## config.mk

```make
export PLATFORM = sky130hd
export DESIGN_NAME = uart_rx_deframer
export DESIGN_NICKNAME = d
export VERILOG_FILES = /design/src/rtl/uart_rx_deframer.sv
export SDC_FILE = /design/constraint.sdc
export NUM_CORES = 1
export LEC_CHECK = 0
export ABC_AREA = 1
export CAP_MARGIN = 10
export CORE_MARGIN = 10
export CORE_UTILIZATION = 35
export DETAILED_ROUTE_END_ITERATION = 7
export PLACE_DENSITY_LB_ADDON = 0.12
export SYNTH_ARGS = -nofsm -noshare
export SYNTH_HDL_FRONTEND = slang
export SYNTH_SLANG_ARGS = --single-unit
```

## constraint.sdc

```tcl
create_clock -name clk -period 1.44 [get_ports clk]
set_input_delay 0.288 -clock clk [delete_from_list [all_inputs] [get_ports clk]]
set_output_delay 0.288 -clock clk [all_outputs]
set_load 0.03 [all_outputs]
```

## src/rtl/uart_rx_deframer.sv

```systemverilog
// UART receive deframer: times each bit to its midpoint and assembles an LSB-first word.
// Define UART_RX_PARITY_EN to expect an even-parity bit between the data and stop bits.
module uart_rx_deframer #(
  parameter int CLKS_PER_BIT = 16,
  parameter int DATA_BITS    = 8
) (
  input  logic                 clk,
  input  logic                 rst_n,
  input  logic                 rx,
  input  logic                 start_edge,
  output logic [DATA_BITS-1:0] data,
  output logic                 valid,
  output logic                 frame_err,
  output logic                 parity_err,
  output logic                 busy
);

  localparam int CW = $clog2(CLKS_PER_BIT);
  localparam int IW = $clog2(DATA_BITS + 1);
  localparam int H  = CLKS_PER_BIT / 2;

  typedef enum logic [2:0] {IDLE, START, DATA, PARITY, STOP} state_t;

  state_t               state_q, state_d;
  logic [CW-1:0]        cnt_q, cnt_d;
  logic [IW-1:0]        idx_q, idx_d;
  logic [DATA_BITS-1:0] sh_q, sh_d;
  logic [DATA_BITS-1:0] data_q, data_d;
  logic                 valid_q, valid_d;
  logic                 ferr_q, ferr_d;
  logic                 samp;
  logic                 last_bit;

`ifdef UART_RX_PARITY_EN
  logic                 par_q, par_d;
  logic                 perr_q, perr_d;
`endif

  // Start bit is sampled half a bit in; every later sample lands one full bit after the last.
  always_comb begin
    samp     = (state_q == START) ? (cnt_q == CW'(H - 1))
                                  : (cnt_q == CW'(CLKS_PER_BIT - 1));
    last_bit = (idx_q == IW'(DATA_BITS - 1));
  end

  always_ff @(posedge clk or negedge rst_n) begin
    if (!rst_n) state_q <= IDLE;
    else        state_q <= state_d;
  end

  always_comb begin
    state_d = state_q;
    case (state_q)
      IDLE:   if (start_edge && !rx) state_d = START;
      START:  if (samp) state_d = rx ? IDLE : DATA;
      DATA: begin
        if (samp && last_bit) begin
`ifdef UART_RX_PARITY_EN
          state_d = PARITY;
`else
          state_d = STOP;
`endif
        end
      end
`ifdef UART_RX_PARITY_EN
      PARITY: if (samp) state_d = STOP;
`endif
      STOP:   if (samp) state_d = IDLE;
      default: state_d = IDLE;
    endcase
  end

  always_comb begin
    cnt_d   = cnt_q;
    idx_d   = idx_q;
    sh_d    = sh_q;
    data_d  = data_q;
    valid_d = 1'b0;
    ferr_d  = 1'b0;
`ifdef UART_RX_PARITY_EN
    par_d   = par_q;
    perr_d  = 1'b0;
`endif
    if (state_q == IDLE) begin
      cnt_d = '0;
      idx_d = '0;
`ifdef UART_RX_PARITY_EN
      par_d = 1'b0;
`endif
    end else begin
      cnt_d = samp ? '0 : cnt_q + CW'(1);
    end
    if (state_q == DATA && samp) begin
      sh_d  = {rx, sh_q[DATA_BITS-1:1]};
      idx_d = idx_q + IW'(1);
`ifdef UART_RX_PARITY_EN
      par_d = par_q ^ rx;
`endif
    end
`ifdef UART_RX_PARITY_EN
    if (state_q == PARITY && samp) par_d = par_q ^ rx;
`endif
    // A low stop bit outranks a parity mismatch; the word is published either way.
    if (state_q == STOP && samp) begin
      data_d = sh_q;
      if (!rx) ferr_d = 1'b1;
`ifdef UART_RX_PARITY_EN
      else if (par_q) perr_d = 1'b1;
`endif
      else valid_d = 1'b1;
    end
  end

  always_ff @(posedge clk or negedge rst_n) begin
    if (!rst_n) begin
      cnt_q   <= '0;
      idx_q   <= '0;
      sh_q    <= '0;
      data_q  <= '0;
      valid_q <= 1'b0;
      ferr_q  <= 1'b0;
    end else begin
      cnt_q   <= cnt_d;
      idx_q   <= idx_d;
      sh_q    <= sh_d;
      data_q  <= data_d;
      valid_q <= valid_d;
      ferr_q  <= ferr_d;
    end
  end

`ifdef UART_RX_PARITY_EN
  always_ff @(posedge clk or negedge rst_n) begin
    if (!rst_n) begin
      par_q  <= 1'b0;
      perr_q <= 1'b0;
    end else begin
      par_q  <= par_d;
      perr_q <= perr_d;
    end
  end
  assign parity_err = perr_q;
`else
  assign parity_err = 1'b0;
`endif

  assign data      = data_q;
  assign valid     = valid_q;
  assign frame_err = ferr_q;
  assign busy      = (state_q != IDLE);

endmodule

```

==> flow_summary.toml <==
[timing]
holdWs_ns = 0.372
slew_viol_final = 0
worst_slack_ns = -0.00472
timing.fmax_mhz = 692
rsz0062_at_grt = "yes"
period_share_pct = 100
tns_ns = -0.00472
hold_viol = 0
fin_crit_ns = 1.44
fin_worst_skew_ns = 0.00549
setup_violations = 1

[clock_network]
clock_path_buffers = 2
insertion_delay_ns = 0.29
root_buffer = "clkbuf_8"
cts.htree.levels = 2
holdBufCountCts = 0
cts_inserted_buffers = 5
cts.sinks = 29
cts_tree = "built"
path_clk_slew_ns = 0.06

[layout]
syn2layout_area_growth_pct = 39.0
final_cell_mix = "dfrtp_1 (29), nand2_1 (26), inv_1 (17), o21ai_2 (13), nand3_1 (11)"
design_area_sq_um = 1800
drive_above_1_share_pct = 29.8
utilization_pct = 49.9
insertedDiodeCount = 0
mostFrequentLayoutCell = "dfrtp_1"
nets = 173

[floorplan]
die_h_microns = 80.8
die_w_microns = 80.8
dieArea_sq_um = 6530
rows = 22
ios = 16
core-area_sq_um = 3610
initial_core_util_pct = 35.9

[critical_path]
reg2reg_to = "sh_q[1]"
critPathLaunchType = "flop"
crit_required_ns = 1.61
worstSetupPathType = "flop to flop"
path_cells = "nor2_4 -> nand2_4 -> nand2_4 -> nand3_4 -> nor2_4 -> clkbuf_16 -> o21ai_2"
worstPathArrival_ns = 1.62
cp_top_family = "simple AND/OR/NAND/NOR gates"
r2r_slack_ns = -0.005
cp-end-kind = "flop"
slowest_stage = "dfrtp_1"
slowest_delay_ns = 0.41
critical_path.max_fanout = 5
ff2ff_path_depth = 7
crit_buf_inv = 1
r2r-start = "state_q[1]"

[drt]
detail-route-antenna-nets = 0
first_iter_violations = 49
wl_met1_mm = 1.19
avgViaCountPerCell = 4.56
top_layer_used = "met4"
drc_errors = 0
met2_length_mm = 1.35
dr_total_vias = 985
wl_met3_microns = 145
wl_mm = 2.75
wl_per_cell_microns = 12.7
drtPass1Iterations = 4

[status]
status = "finished, violations left"
violations = "setup timing"

[global_route]
antenna_found_initial = 0
grt_pass1_wl_mm = 4.47
grt_max_degree = 30
grt_usage_pct = 9.13
grt_pass1_vias = 960
grt_overflow = 0

[logic_synthesis]
ys_seq_area_share_pct = 56.0
synth_seq_cells = 29
syn_area_sq_um = 1290
syn_nets = 145
yosys-top-cells-area = "dfrtp_1 (56%), nand2_1 (9.6%), inv_1 (5.2%), o21ai_2 (4.7%), nand3_1 (4.3%)"
ys.warnings.count = 0
synth_cells = 139
synth_cell_types = 22
synth_top_area_share_pct = 56.0
yosysTopAreaCell = "dfrtp_1"
syn_area_per_cell_sq_um = 9.32

[pwr]
finalPower_mw = 2.74
power_leakage_nw = 0.943
powerDensity_nw_per_um2 = 1520
vdd_drop_max_mv = 0.974

[job]
cap_viol_max_count = 0

[placed_design]
finalWeightedCongestion = 0.782
post_dp_cell_area_sq_um = 1530
dp_hpwl_mm = 1.85
io_buffers = 14

[min_path]
hp-class = "input port to asynchronous set/reset pin"
==> report_power, final <==
group | switching, mW | leakage [nW] | total, mW | internal [mW]
registers | 0.0773 | 0.394 | 0.976 | 0.899
logic | 0.443 | 0.482 | 0.750 | 0.307
clock network | 0.324 | 0.0681 | 1.01 | 0.687
==> logic make-up after synthesis <==
group | share of synthesized area [%]
adders and majority gates | 1.93
xor gates and xnor gates | 1.35
buffers and inverters | 7.73
DFF | 56.0
and+or+nand+nor | 22.1
AOI/OAI and AO/OA | 10.5
other | 0.290
==> per-stage QoR <==
step | worst slack (ns) | std cells
finish | -0.00472 | 216
global route | -0.0742 | 216
CTS | 0.0205 | 211
detailed placement | 0.0360 | 203
global placement | 0.0709 | 203
floorplan | 0.109 | 139
==> metal layers <==
layer	GRT usage [%]	up-vias
met3	4.53	6
met1	9.78	467
met2	14.0	15
met4	6.06	0
li1	-	497
met5	0	-
==> how the worst max path moves through the flow <==
stage / end / cells past startpoint / start
floorplan: state_q[0] / 6 / state_q[1]
global placement: data[7] / 8 / cnt_q[0]
detailed placement: idx_q[0] / 8 / state_q[1]
CTS: busy / 3 / state_q[2]
global route: sh_q[1] / 7 / state_q[1]
finish: sh_q[1] / 7 / state_q[1]
==> Yosys cell counts <==
cell and n:
a21oi_1 2, o21ai_2 7, conb_1 1, dfrtp_1 29, inv_1 18, inv_4 1
buf_4 2, nor2_1 7, nand3_4 1, nor2_4 1, o21ai_0 11, nand2_1 33
xor2_1 2, nand2_4 1, nand2_2 3, nor2_2 1, nand4_1 1, ha_1 2
nor3_1 2, buf_6 1, nand3_1 11, o21ai_1 2
==> repair_timing <==
action | CTS | global route
cloned | 0 | 1
pin swaps | 1 | 4
setup buffers | 0 | 4
gates resized for setup | 12 | 30
endpoints found under the setup margin | 11 | 23
==> registers in the layout (all words and copies together), names as in the netlist <==
signal	flops
frame_err	1
sh_q	8
data	8
cnt_q	4
state_q	3
idx_q	4
valid	1
==> final cells by class <==
class / instances / area [sq um]
Fill cell: 334 / 1810
Sequential cell: 29 / 726
Clock buffer: 5 / 68.8
Multi-Input combinational cell: 88 / 554
Tap cell: 48 / 60.1
Timing Repair Buffer: 24 / 250
Inverter: 19 / 76.3
Clock inverter: 3 / 65.1
No activity file was read; power rests on OpenSTA's default activity.
==> variant 1, RTL diff (same flow settings) <==
Compare `idx_q` against `IW'(DATA_BITS - 1)` with >= in place of ==.
--- a/src/rtl/uart_rx_deframer.sv
+++ b/src/rtl/uart_rx_deframer.sv
@@ -40,7 +40,7 @@
   always_comb begin
     samp     = (state_q == START) ? (cnt_q == CW'(H - 1))
                                   : (cnt_q == CW'(CLKS_PER_BIT - 1));
-    last_bit = (idx_q == IW'(DATA_BITS - 1));
+    last_bit = (idx_q >= IW'(DATA_BITS - 1));
   end
 
   always_ff @(posedge clk or negedge rst_n) begin
Behaviour: same outputs for any inputs over 10 cycles, from zero or initial values and one cycle with rst_n low; that may be too few to reach the edited logic, so the function may still have changed.
==> variant 1 against the unedited design <==
  * Cell area grew 4.6%
  * Routed wire length fell by 2.5%
  * Sequential power decreased by 1%
  * Count of clock-buffer cells in the layout rose by 2
  * Setup slack gained 0.054 ns
  * Total power down 4.1%
  * Sequential cell count stayed put
  * Synthesized area is 7.5% higher
  * Largest cell class unchanged
==> variant 1: results (changes against the unedited design) <==
stage,metric,value,unit,change
finish,multi_input_area_share,30.70,%,was 30.79%
placement,place_ws,-0.02520,ns,was 0.03600 ns
finish,clkCellAreaFrac,6.179,%,was 7.436%
placement,hpwl,1966,um,was 1852 um
timing,whs,0.3730,ns,was 0.3720 ns
logic_synthesis,synth_area_per_cell,9.473,um2,was 9.316 um2
logic_synthesis,synth.area.mux_share,0.8086,%,was 0%
global_routing,grtUsageTotal,7.708,%,was 9.130%
finish,multi_input_gates,91,,was 88
finish,clkbuf_count,7,,was 5
logic_synthesis,ys_seq_area_share,52.11,%,was 56.04%
power_and_ir_drop,p_sw,0.8176,mW,was 0.8446 mW
logic_synthesis,synth-compound-area-share,9.524,%,was 10.53%
logic_synthesis,synthTopCellsByArea,"dfrtp_1 52%, nand2_1 7.5%, o21ai_2 5.0%, inv_1 4.6%, nand2_2 4.5%",,"was dfrtp_1 56%, nand2_1 9.6%, inv_1 5.2%, o21ai_2 4.7%, nand3_1 4.3%"
timing,fin_ws,0.04950,ns,was -0.004717 ns
detailed_routing,drt-initial-drc-count,53,,was 49
global_routing,grt_pass1_wl,4367,um,was 4471 um
global_routing,grt_pass1_vias,940,,was 960
detailed_routing,avgViaCountPerCell,4.437,,was 4.560
logic_synthesis,syn-num-nets,153,,was 145
logic_synthesis,yosys.area_share.xor_xnor,1.887,%,was 1.353%
cts,clk_latency,0.27,ns,was 0.29 ns
logic_synthesis,netlist_top_cells_count,"29 x dfrtp_1, 28 x nand2_1, 17 x inv_1",,"was 33 x nand2_1, 29 x dfrtp_1, 18 x inv_1"
finish,num-fill-cells,378,,was 334
setup_path,critPathMaxFanout,8,,was 5
finish,drive_gt1_share,34.43,%,was 29.76%
power_and_ir_drop,p_leak,1.005,nW,was 0.9433 nW
power_and_ir_drop,peakVddDrop,0.6868,mV,was 0.9742 mV
floorplan,die_x,83.08,um,was 80.83 um
placement,dpl_cell_area,1692,um2,was 1529 um2
cts,cts_resized,15,,was 12
outcome,status,finished clean,,"was complete, but fails checks"
setup_path,r2r_cells,10,,was 7
setup_path,worstReg2RegEnd,sh_q[2]$_DFFE_PN0P_,,was sh_q[1]$_DFFE_PN0P_
finish,area_growth,35.22,%,was 39.03%
placement,placed_cells,220,,was 203
timing,skew,0.006370,ns,was 0.005493 ns
power_and_ir_drop,seqPwrFrac,36.6,%,was 35.7%
logic_synthesis,ys_types,27,,was 22
detailed_routing,wl_per_cell,11.61,um,was 12.74 um
finish,buffers,32,,was 24
finish,nonClkBufAreaFrac,16.54,%,was 13.90%
detailed_routing,wl,2682,um,was 2752 um
==> variant 1: cell types whose count changed in the layout (fill, tap and decap cells not counted), moves of 2 or more <==
cell / delta
nor2_2: +2
nand2_2: +3
inv_4: +2
nand3_1: -4
o21ai_1: +7
inv_2: +3
nand3_2: +2
o21ai_2: -5
o21ai_0: -5
buf_4: +6
==> variant 1: layer usage <==
layer  share of wire, %  vias to the layer above  global-route usage [%]  routed length, um
met2                 46                       18                   10.61               1237
met1                 48                      475                   9.619               1291
met3                3.7                        6                   2.930                 99
li1                   -                      526                       -                  -
met4                2.0                        0                   5.231                 53
met5                  0                        -                       0                  0
==> variant 1: critical path, cell delays in order (launching register included) <==
cell	delay, ns
dfrtp_1	0.41
buf_6	0.14
nor2_4	0.09
nand2_2	0.07
nand2_4	0.07
nand3_4	0.06
inv_2	0.07
nand2_4	0.10
buf_12	0.16
nand2_2	0.06
o21ai_2	0.04
==> variant 2, RTL diff (same settings) <==
Without the edit above. The option `UART_RX_PARITY_EN` is turned on by a define.
--- a/src/rtl/uart_rx_deframer.sv
+++ b/src/rtl/uart_rx_deframer.sv
@@ -1,5 +1,7 @@
 // UART receive deframer: times each bit to its midpoint and assembles an LSB-first word.
 // Define UART_RX_PARITY_EN to expect an even-parity bit between the data and stop bits.
+`define UART_RX_PARITY_EN
+
 module uart_rx_deframer #(
   parameter int CLKS_PER_BIT = 16,
   parameter int DATA_BITS    = 8
Check against the original RTL: no difference found for any inputs over 10 cycles, from zero or initial values and one cycle with rst_n low; that may be too few to reach the edited logic, so the function may still have changed.
==> variant 2 against the unedited design <==
  * The run still ends with negative setup slack left
  * Routed wire length up 15%
  * Global-route usage rose by 0.63 points
  * Synthesized area rose by 11%
  * Total power decreased by 3.7%
  * Cell area increased by 24%
  * Setup slack worse by 0.022 ns
  * Sequential cell count grew 2
==> variant 2: results (changes against the unedited design) <==
stage,metric,value,unit,change
outcome,status,"complete, but fails checks",,unchanged
outcome,violations,negative setup slack,,unchanged
logic_synthesis,ys_seq_area_share,53.91,%,was 56.04%
detailed_routing,routed-via-count,1154,,was 985
setup_path,critPathMaxFanout,2,,was 5
setup_path,worstReg2RegEnd,idx_q[0]$_DFFE_PN0P_,,was sh_q[1]$_DFFE_PN0P_
global_routing,grt_pass1_wl,5678,um,was 4471 um
power_and_ir_drop,totalPowerFinal,2.635,mW,was 2.737 mW
placement,gp_congestion,0.8638,,was 0.7818
logic_synthesis,syn-num-nets,159,,was 145
setup_path,cp.arrival,1.18,ns,was 1.62 ns
logic_synthesis,synthTopCellsByArea,"dfrtp_1 54%, nand2_1 8.9%, inv_1 4.7%, o21ai_2 4.3%, o21ai_1 3.8%",,"was dfrtp_1 56%, nand2_1 9.6%, inv_1 5.2%, o21ai_2 4.7%, nand3_1 4.3%"
placement,port_buffers,15,,was 14
power_and_ir_drop,p_comb_share,36.3,%,was 27.4%
power_and_ir_drop,peakVddDrop,0.8804,mV,was 0.9742 mV
placement,dpl_cell_area,1815,um2,was 1529 um2
timing,fin_ws,-0.02698,ns,was -0.004717 ns
cts,cts_inserted_buffers,5,,unchanged
logic_synthesis,synth_area_per_cell,9.529,um2,was 9.316 um2
setup_path,r2r_cells,11,,was 7
setup_path,critical_path.startpoint,state_q[2]$_DFFE_PN0P_,,was state_q[1]$_DFFE_PN0P_
finish,drive_gt1_share,44.22,%,was 29.76%
placement,place_ws,-0.07290,ns,was 0.03600 ns
logic_synthesis,netlist_top_cells_count,"34 x nand2_1, 31 x dfrtp_1, 18 x inv_1",,"was 33 x nand2_1, 29 x dfrtp_1, 18 x inv_1"
setup_path,rrSetupSlack,-0.02,ns,was -0.005 ns
worst_hold_path,hp-class,in2async,,unchanged
power_and_ir_drop,switching_share,34.23,%,was 30.85%
timing,skew,0.005238,ns,was 0.005493 ns
detailed_routing,drt-initial-drc-count,32,,was 49
logic_synthesis,ys_types,24,,was 22
power_and_ir_drop,p_leak,1.092,nW,was 0.9433 nW
placement,hpwl,2138,um,was 1852 um
setup_path,cp-endpoint,busy,,was sh_q[1]$_DFFE_PN0P_
finish,layout.cells.non_filler,249,,was 216
global_routing,grtUsageTotal,9.764,%,was 9.130%
timing,fin_setup_tns,-0.2316,ns,was -0.004717 ns
detailed_routing,firstDrtPassIters,4,,unchanged
finish,fin_nets,207,,was 173
detailed_routing,wl,3158,um,was 2752 um
power_and_ir_drop,p_clk_share,25.3,%,was 36.9%
timing,setup_violations,14,,was 1
[variant 2: critical path, cell delays in order, from the launching register on]
cell and delay [ns]:
dfrtp_1 0.39, nor2_1 0.16, nand2_2 0.07, clkdlybuf4s15_2 0.28
[variant 2: cells by family after synthesis]
kind of cell / count (synthesis) / synth area share, %
simple gates: 67 / 23.48
flops: 31 / 53.91
compound gates: 24 / 10.35
buf+inv: 23 / 7.565
fa+ha+maj: 4 / 3.478
xor+xnor: 2 / 1.218
[variant 2: layout make-up]
class                           instances  area (um2)
Fill cell                             348        1760
Clock buffer                            6       82.58
Clock inverter                          1       5.005
Sequential cell                        31       775.7
Tap cell                               50       62.56
Inverter                               20       82.58
Timing Repair Buffer                   44       457.9
Multi-Input combinational cell         97       773.2
[variant 2: worst min-delay path by stage]
stage,cells past startpoint,slack (ns),endpoint,startpoint
global route,2,0.39,state_q[1]$_DFFE_PN0P_,rst_n
detailed placement,2,0.47,data[1]$_DFFE_PN0P_,data[1]$_DFFE_PN0P_
global placement,2,0.46,data[1]$_DFFE_PN0P_,data[1]$_DFFE_PN0P_
floorplan,0,-0.008,cnt_q[0]$_DFF_PN0_,rst_n
finish,2,0.37,valid$_DFF_PN0_,rst_n
CTS,2,0.37,state_q[1]$_DFFE_PN0P_,rst_n
[variant 2: what timing repair did]
item,CTS,global route
cloned,2,0
buffers inserted,3,1
hold buffers,0,0
endpoints found under the setup margin,34,29
pin swaps,0,3
endpoints found under the hold margin,0,0
resized for setup,35,48
[variant 2: routing by layer]
| layer | vias up | wire length (um) | global-route usage (%) |
|---|---|---|---|
| li1 | 580 | - | - |
| met1 | 551 | 1276 | 10.68 |
| met2 | 19 | 1649 | 16.39 |
| met3 | 4 | 189 | 4.102 |
| met4 | 0 | 44 | 3.653 |
| met5 | - | 0 | 0 |
